### config.mk
export PLATFORM = sky130hd
export DESIGN_NAME = fire_scheduler
export DESIGN_NICKNAME = d
export VERILOG_FILES = /design/src/rtl/sched_pkg.sv /design/src/rtl/rr_pick.sv /design/src/rtl/fire_scheduler.sv
export SDC_FILE = /design/constraint.sdc
export NUM_CORES = 1
export LEC_CHECK = 0
export BUFFER_PORTS_ARGS = -buffer_cell sky130_fd_sc_hd__buf_4
export CORE_AREA = 2 2 84 86
export CTS_CLUSTER_DIAMETER = 200
export DETAILED_ROUTE_END_ITERATION = 10
export DIE_AREA = 0 0 86 88
export GPL_TIMING_DRIVEN = 0
export PLACE_DENSITY_LB_ADDON = 0.15
export SETUP_SLACK_MARGIN = 0.3
export SLEW_MARGIN = 20
export SYNTH_ARGS = -nofsm -noshare
export SYNTH_HDL_FRONTEND = slang
export SYNTH_HIERARCHICAL = 1
export SYNTH_SLANG_ARGS = --single-unit
### constraint.sdc
create_clock -name clk -period 8.8 [get_ports clk]
set_input_delay 0.44 -clock clk [delete_from_list [all_inputs] [get_ports clk]]
set_output_delay 0.44 -clock clk [all_outputs]
set_load 0.01 [all_outputs]
### src/rtl/sched_pkg.sv
// sched_pkg: shared scheduler types, fire-bus width helper and idle-code convention
package sched_pkg;

    typedef enum logic [1:0] {
        HOLD,
        RUN,
        QUIET
    } state_e;

    // Width of a bus that can carry every index 0..n-1 plus the idle code n
    function automatic int fire_w(input int n);
        return $clog2(n + 1);
    endfunction

    // The idle code on a fire bus is always the signal count itself
    function automatic int idle_code(input int n);
        return n;
    endfunction

endpackage

### src/rtl/rr_pick.sv
// rr_pick: round-robin grant, first set request at or after ptr, wrapping at N
module rr_pick #(
    parameter int N  = 8,
    parameter int FW = $clog2(N + 1)
) (
    input  logic [N-1:0]  req_i,
    input  logic [FW-1:0] ptr_i,
    output logic [FW-1:0] grant_idx_o,
    output logic          any_o
);

    localparam int IW = (N > 1) ? $clog2(N) : 1;

    logic [IW-1:0] idx;

    // Walk offsets from farthest to nearest so the nearest request after ptr wins
    always_comb begin
        grant_idx_o = FW'(N);
        idx         = '0;
        for (int k = N - 1; k >= 0; k--) begin
            idx = IW'((int'(ptr_i) + k) % N);
            if (req_i[idx]) grant_idx_o = FW'(idx);
        end
    end

    assign any_o = |req_i;

endmodule

### src/rtl/fire_scheduler.sv
// fire_scheduler: bounded fair selection of one excited signal per cycle, with quiescence and starvation flags
module fire_scheduler
    import sched_pkg::*;
#(
    parameter int N             = 8,
    parameter int FW            = fire_w(N),
    parameter int STABLE_CYCLES = 4,
    parameter int MAX_WAIT      = 16
) (
    input  logic          clk,
    input  logic          reset,
    input  logic [N-1:0]  excited_i,
    input  logic          det_i,
    input  logic [FW-1:0] pick_i,
    output logic [FW-1:0] fire_o,
    output logic          fire_valid_o,
    output logic          stable_o,
    output logic          starved_o,
    output logic [FW-1:0] starved_idx_o
);

    localparam int QW = $clog2(STABLE_CYCLES + 1);
    localparam int WW = $clog2(MAX_WAIT + 1);
    localparam logic [FW-1:0] IDLE = FW'(idle_code(N));

    state_e        state_q, state_d;
    logic [FW-1:0] fire_q, fire_d;
    logic [FW-1:0] rr_q, rr_d;
    logic [FW-1:0] starved_idx_q, starved_idx_d;
    logic [FW-1:0] grant;
    logic [QW-1:0] quiet_q, quiet_d;
    logic [WW-1:0] wait_q [N];
    logic [WW-1:0] wait_d [N];
    logic          starved_q, starved_d;
    logic          any_exc, pick_ok;

    rr_pick #(.N(N), .FW(FW)) u_rr_pick (
        .req_i       (excited_i),
        .ptr_i       (rr_q),
        .grant_idx_o (grant),
        .any_o       (any_exc)
    );

    // An out-of-range pick shifts the mask out entirely, so it can never be honoured
    assign pick_ok = !det_i && |(excited_i & (N'(1) << pick_i));

    // FSM, selection and quiet counter; QUIET exits straight into a selection
    always_comb begin
        state_d = state_q;
        fire_d  = IDLE;
        rr_d    = rr_q;
        quiet_d = any_exc ? '0 : (quiet_q == QW'(STABLE_CYCLES)) ? quiet_q : quiet_q + 1'b1;
        case (state_q)
            HOLD:    state_d = RUN;
            RUN:     state_d = (!any_exc && quiet_q >= QW'(STABLE_CYCLES - 1)) ? QUIET : RUN;
            QUIET:   state_d = any_exc ? RUN : QUIET;
            default: state_d = HOLD;
        endcase
        if (state_q != HOLD && any_exc) begin
            fire_d = pick_ok ? pick_i : grant;
            if (!pick_ok) rr_d = (grant == FW'(N - 1)) ? '0 : grant + 1'b1;
        end
    end

    // Per-signal wait counters; descending scan lets the lowest starving index win
    always_comb begin
        wait_d        = wait_q;
        starved_d     = starved_q;
        starved_idx_d = starved_idx_q;
        for (int i = N - 1; i >= 0; i--) begin
            wait_d[i] = (excited_i[i] && fire_q != FW'(i))
                      ? ((wait_q[i] == WW'(MAX_WAIT)) ? wait_q[i] : wait_q[i] + 1'b1)
                      : '0;
            if (!starved_q && wait_d[i] == WW'(MAX_WAIT)) begin
                starved_d     = 1'b1;
                starved_idx_d = FW'(i);
            end
        end
    end

    // State registers with asynchronous active-low reset
    always_ff @(posedge clk or negedge reset) begin
        if (!reset) begin
            state_q       <= HOLD;
            fire_q        <= IDLE;
            rr_q          <= '0;
            quiet_q       <= '0;
            starved_q     <= 1'b0;
            starved_idx_q <= '0;
            for (int i = 0; i < N; i++) wait_q[i] <= '0;
        end else begin
            state_q       <= state_d;
            fire_q        <= fire_d;
            rr_q          <= rr_d;
            quiet_q       <= quiet_d;
            starved_q     <= starved_d;
            starved_idx_q <= starved_idx_d;
            for (int i = 0; i < N; i++) wait_q[i] <= wait_d[i];
        end
    end

    assign fire_o        = fire_q;
    assign fire_valid_o  = fire_q < IDLE;
    assign stable_o      = state_q == QUIET;
    assign starved_o     = starved_q;
    assign starved_idx_o = starved_idx_q;

endmodule

==> results.json <==
{
  "syn_area_per_cell_um2": 9.54,
  "drtPass1Iterations": 4,
  "critPathLaunchType": "flop",
  "clkTransAtPathRegs_ns": 0.10,
  "r2r_cells": 15,
  "io_pins": 26,
  "crit_required_ns": 9.00,
  "synth_warnings": 6,
  "drive_above_1_share_pct": 16.4,
  "ant_nets": 0,
  "slew_headroom_pct": 41.0,
  "clock_sinks": 56,
  "maxCapViolCount": 0,
  "antenna_found_initial": 0,
  "drtIter0Drc": 147,
  "hp-class": "in -> async",
  "postCtsSetupRepairBufs": 0,
  "diodes": 0,
  "route.detailed.drc": 0,
  "fin_tns_setup_ns": 0,
  "synth_area_um2": 4300,
  "grt_overflow": 0,
  "fin_crit_ns": 3.98,
  "vdd_drop_max_uv": 275,
  "initial_core_util_pct": 64.8,
  "drv_slew": 0,
  "syn_nets": 488,
  "wire_per_inst_um": 15.9,
  "fillCellCount": 510,
  "vias_per_cell": 6.18,
  "syn_inst": 451,
  "grtUsageTotal_pct": 25.2,
  "end_kind": "flop",
  "gp_congestion": 0.904,
  "core_um2": 6640,
  "critical_path_class": "reg -> reg",
  "hold_violations": 0,
  "htreeDepth": 2,
  "numCtsBuffers": 5,
  "hold_slack_ns": 0.171,
  "grt_pass1_vias": 3328,
  "arrival_ns": 4.17,
  "die_w_um": 86,
  "clockBufferDepth": 2,
  "rows": 30,
  "report.final.setup_viol": 0,
  "tightest_slew_ns": 0.873,
  "vias": 3479,
  "clock_latency_ns": 0.30,
  "area_growth_pct": 9.10,
  "die_area_um2": 7570,
  "drt-total-wl_mm": 8.97,
  "cts_resized": 0,
  "hold_buffers": 0,
  "grt_pass1_wl_mm": 15.2,
  "nNetsFinal": 519,
  "outcome": "complete, no violations",
  "grt_max_degree": 57,
  "clock.fmax_mhz": 252,
  "pwr_density_cell_nw_per_um2": 298,
  "leakage_nw": 2.04,
  "port_buffers": 24,
  "die_h_um": 88,
  "fin_skew_ns": 0.00513,
  "rsz0062_at_grt": "false",
  "critPathMaxFanout": 10,
  "root_buffer": "clkbuf_8",
  "cts_tree": "built",
  "min_period_over_period_pct": 45.2,
  "dp_hpwl_mm": 6.55
}
==> where the power goes <==
part           leakage, nW  internal [mW]  total (mW)  switching [mW]
Sequential           0.732          0.306       0.366          0.0600
Clock               0.0558         0.0862       0.170          0.0842
Combinational         1.25          0.392       0.864           0.472
Total                 2.04          0.785        1.40           0.616
==> per-layer routing <==
metal  GRT usage (%)  vias up  part of all wire [%]
li1                -     1702                     -
met1            33.4     1675                    45
met2            43.1       90                    49
met3            3.86       12                   5.1
met4            6.93        0                   1.2
met5               0        -                     0
==> state kept, by name (all words and copies together), names as in the netlist <==
register,count
wait_q,40
fire_o,4
quiet_q,3
rr_q,3
starved_idx_o,3
state_q,2
starved_o,1
==> placed cells by master (no fill, tap or decap), types with 5 or more instances in the layout <==
cell type   n
inv_1      35
nor3_1     16
o21ai_0    14
clkbuf_8    5
a211oi_1    6
nor2b_1     6
mux2i_1    20
a21oi_1    17
and2_1      7
xnor2_1    17
buf_4      26
nand2b_1    6
nand2_1    23
dfrtp_1    55
nor2_1     51
ha_1       22
clkbuf_1    6
mux4_2     10
mux2_2      9
nand3_1    23
xor2_1     20
==> critical path, stage by stage (launching register included) <==
cell and delay, ns:
dfrtp_1 0.39, buf_6 0.15, clkbuf_1 0.42, inv_1 0.18, ha_1 0.31, buf_4 0.18
buf_6 0.15, mux2i_1 0.15, mux4_2 0.54, nand2_1 0.12, o32ai_1 0.08, or4_1 0.40
nand4_1 0.18, ha_1 0.22, a31oi_1 0.09, mux2_2 0.29
==> stage by stage <==
| stage | power [mW] | instance area, um^2 | util (%) | worst slack (ns) | std cells |
|---|---|---|---|---|---|
| 2_1_floorplan | 1.04 | 4300 | - | 5.37 | 451 |
| 3_3_place_gp | 1.20 | 4580 | 69.0 | 4.90 | 555 |
| 3_5_place_dp | 1.22 | 4580 | 69.0 | 4.86 | 555 |
| 4_1_cts | 1.40 | 4690 | 70.7 | 4.85 | 563 |
| 5_1_grt | 1.51 | 4690 | 70.7 | 4.62 | 563 |
| 6_report | 1.40 | 4690 | 70.7 | 4.82 | 563 |
==> final timing paths <==
path / slack, ns / to / start
worst min register to register: 0.50 / state_q[0]$_DFF_PN0_ / state_q[1]$_DFF_PN0_
worst max register to register: 4.82 / rr_q[0]$_DFFE_PN0P_ / rr_q[1]$_DFFE_PN0P_
max in group asynchronous: 8.18 / wait_q[3]$_DFF_PN0_ / reset
worst max-delay path: 4.82 / rr_q[0]$_DFFE_PN0P_ / rr_q[1]$_DFFE_PN0P_
worst min-delay path: 0.17 / wait_q[25]$_DFF_PN0_ / reset
min in group clk: 0.40 / fire_o[2]$_DFF_PN0_ / pick_i[2]
==> area by class of cell <==
cell class | instances | area, um^2 | share of cell area, %
inverters | 36 | 135 | 2.88
clock inverters | 2 | 38.8 | 0.826
repair buffers | 24 | 180 | 3.84
clock buffers | 6 | 72.6 | 1.55
well taps | 80 | 100 | 2.13
flip-flops and latches | 56 | 1400 | 29.9
multi-input cells | 346 | 2680 | 57.1
plain buffers | 13 | 82.6 | 1.76
No activity file was read; power rests on OpenSTA's default activity.
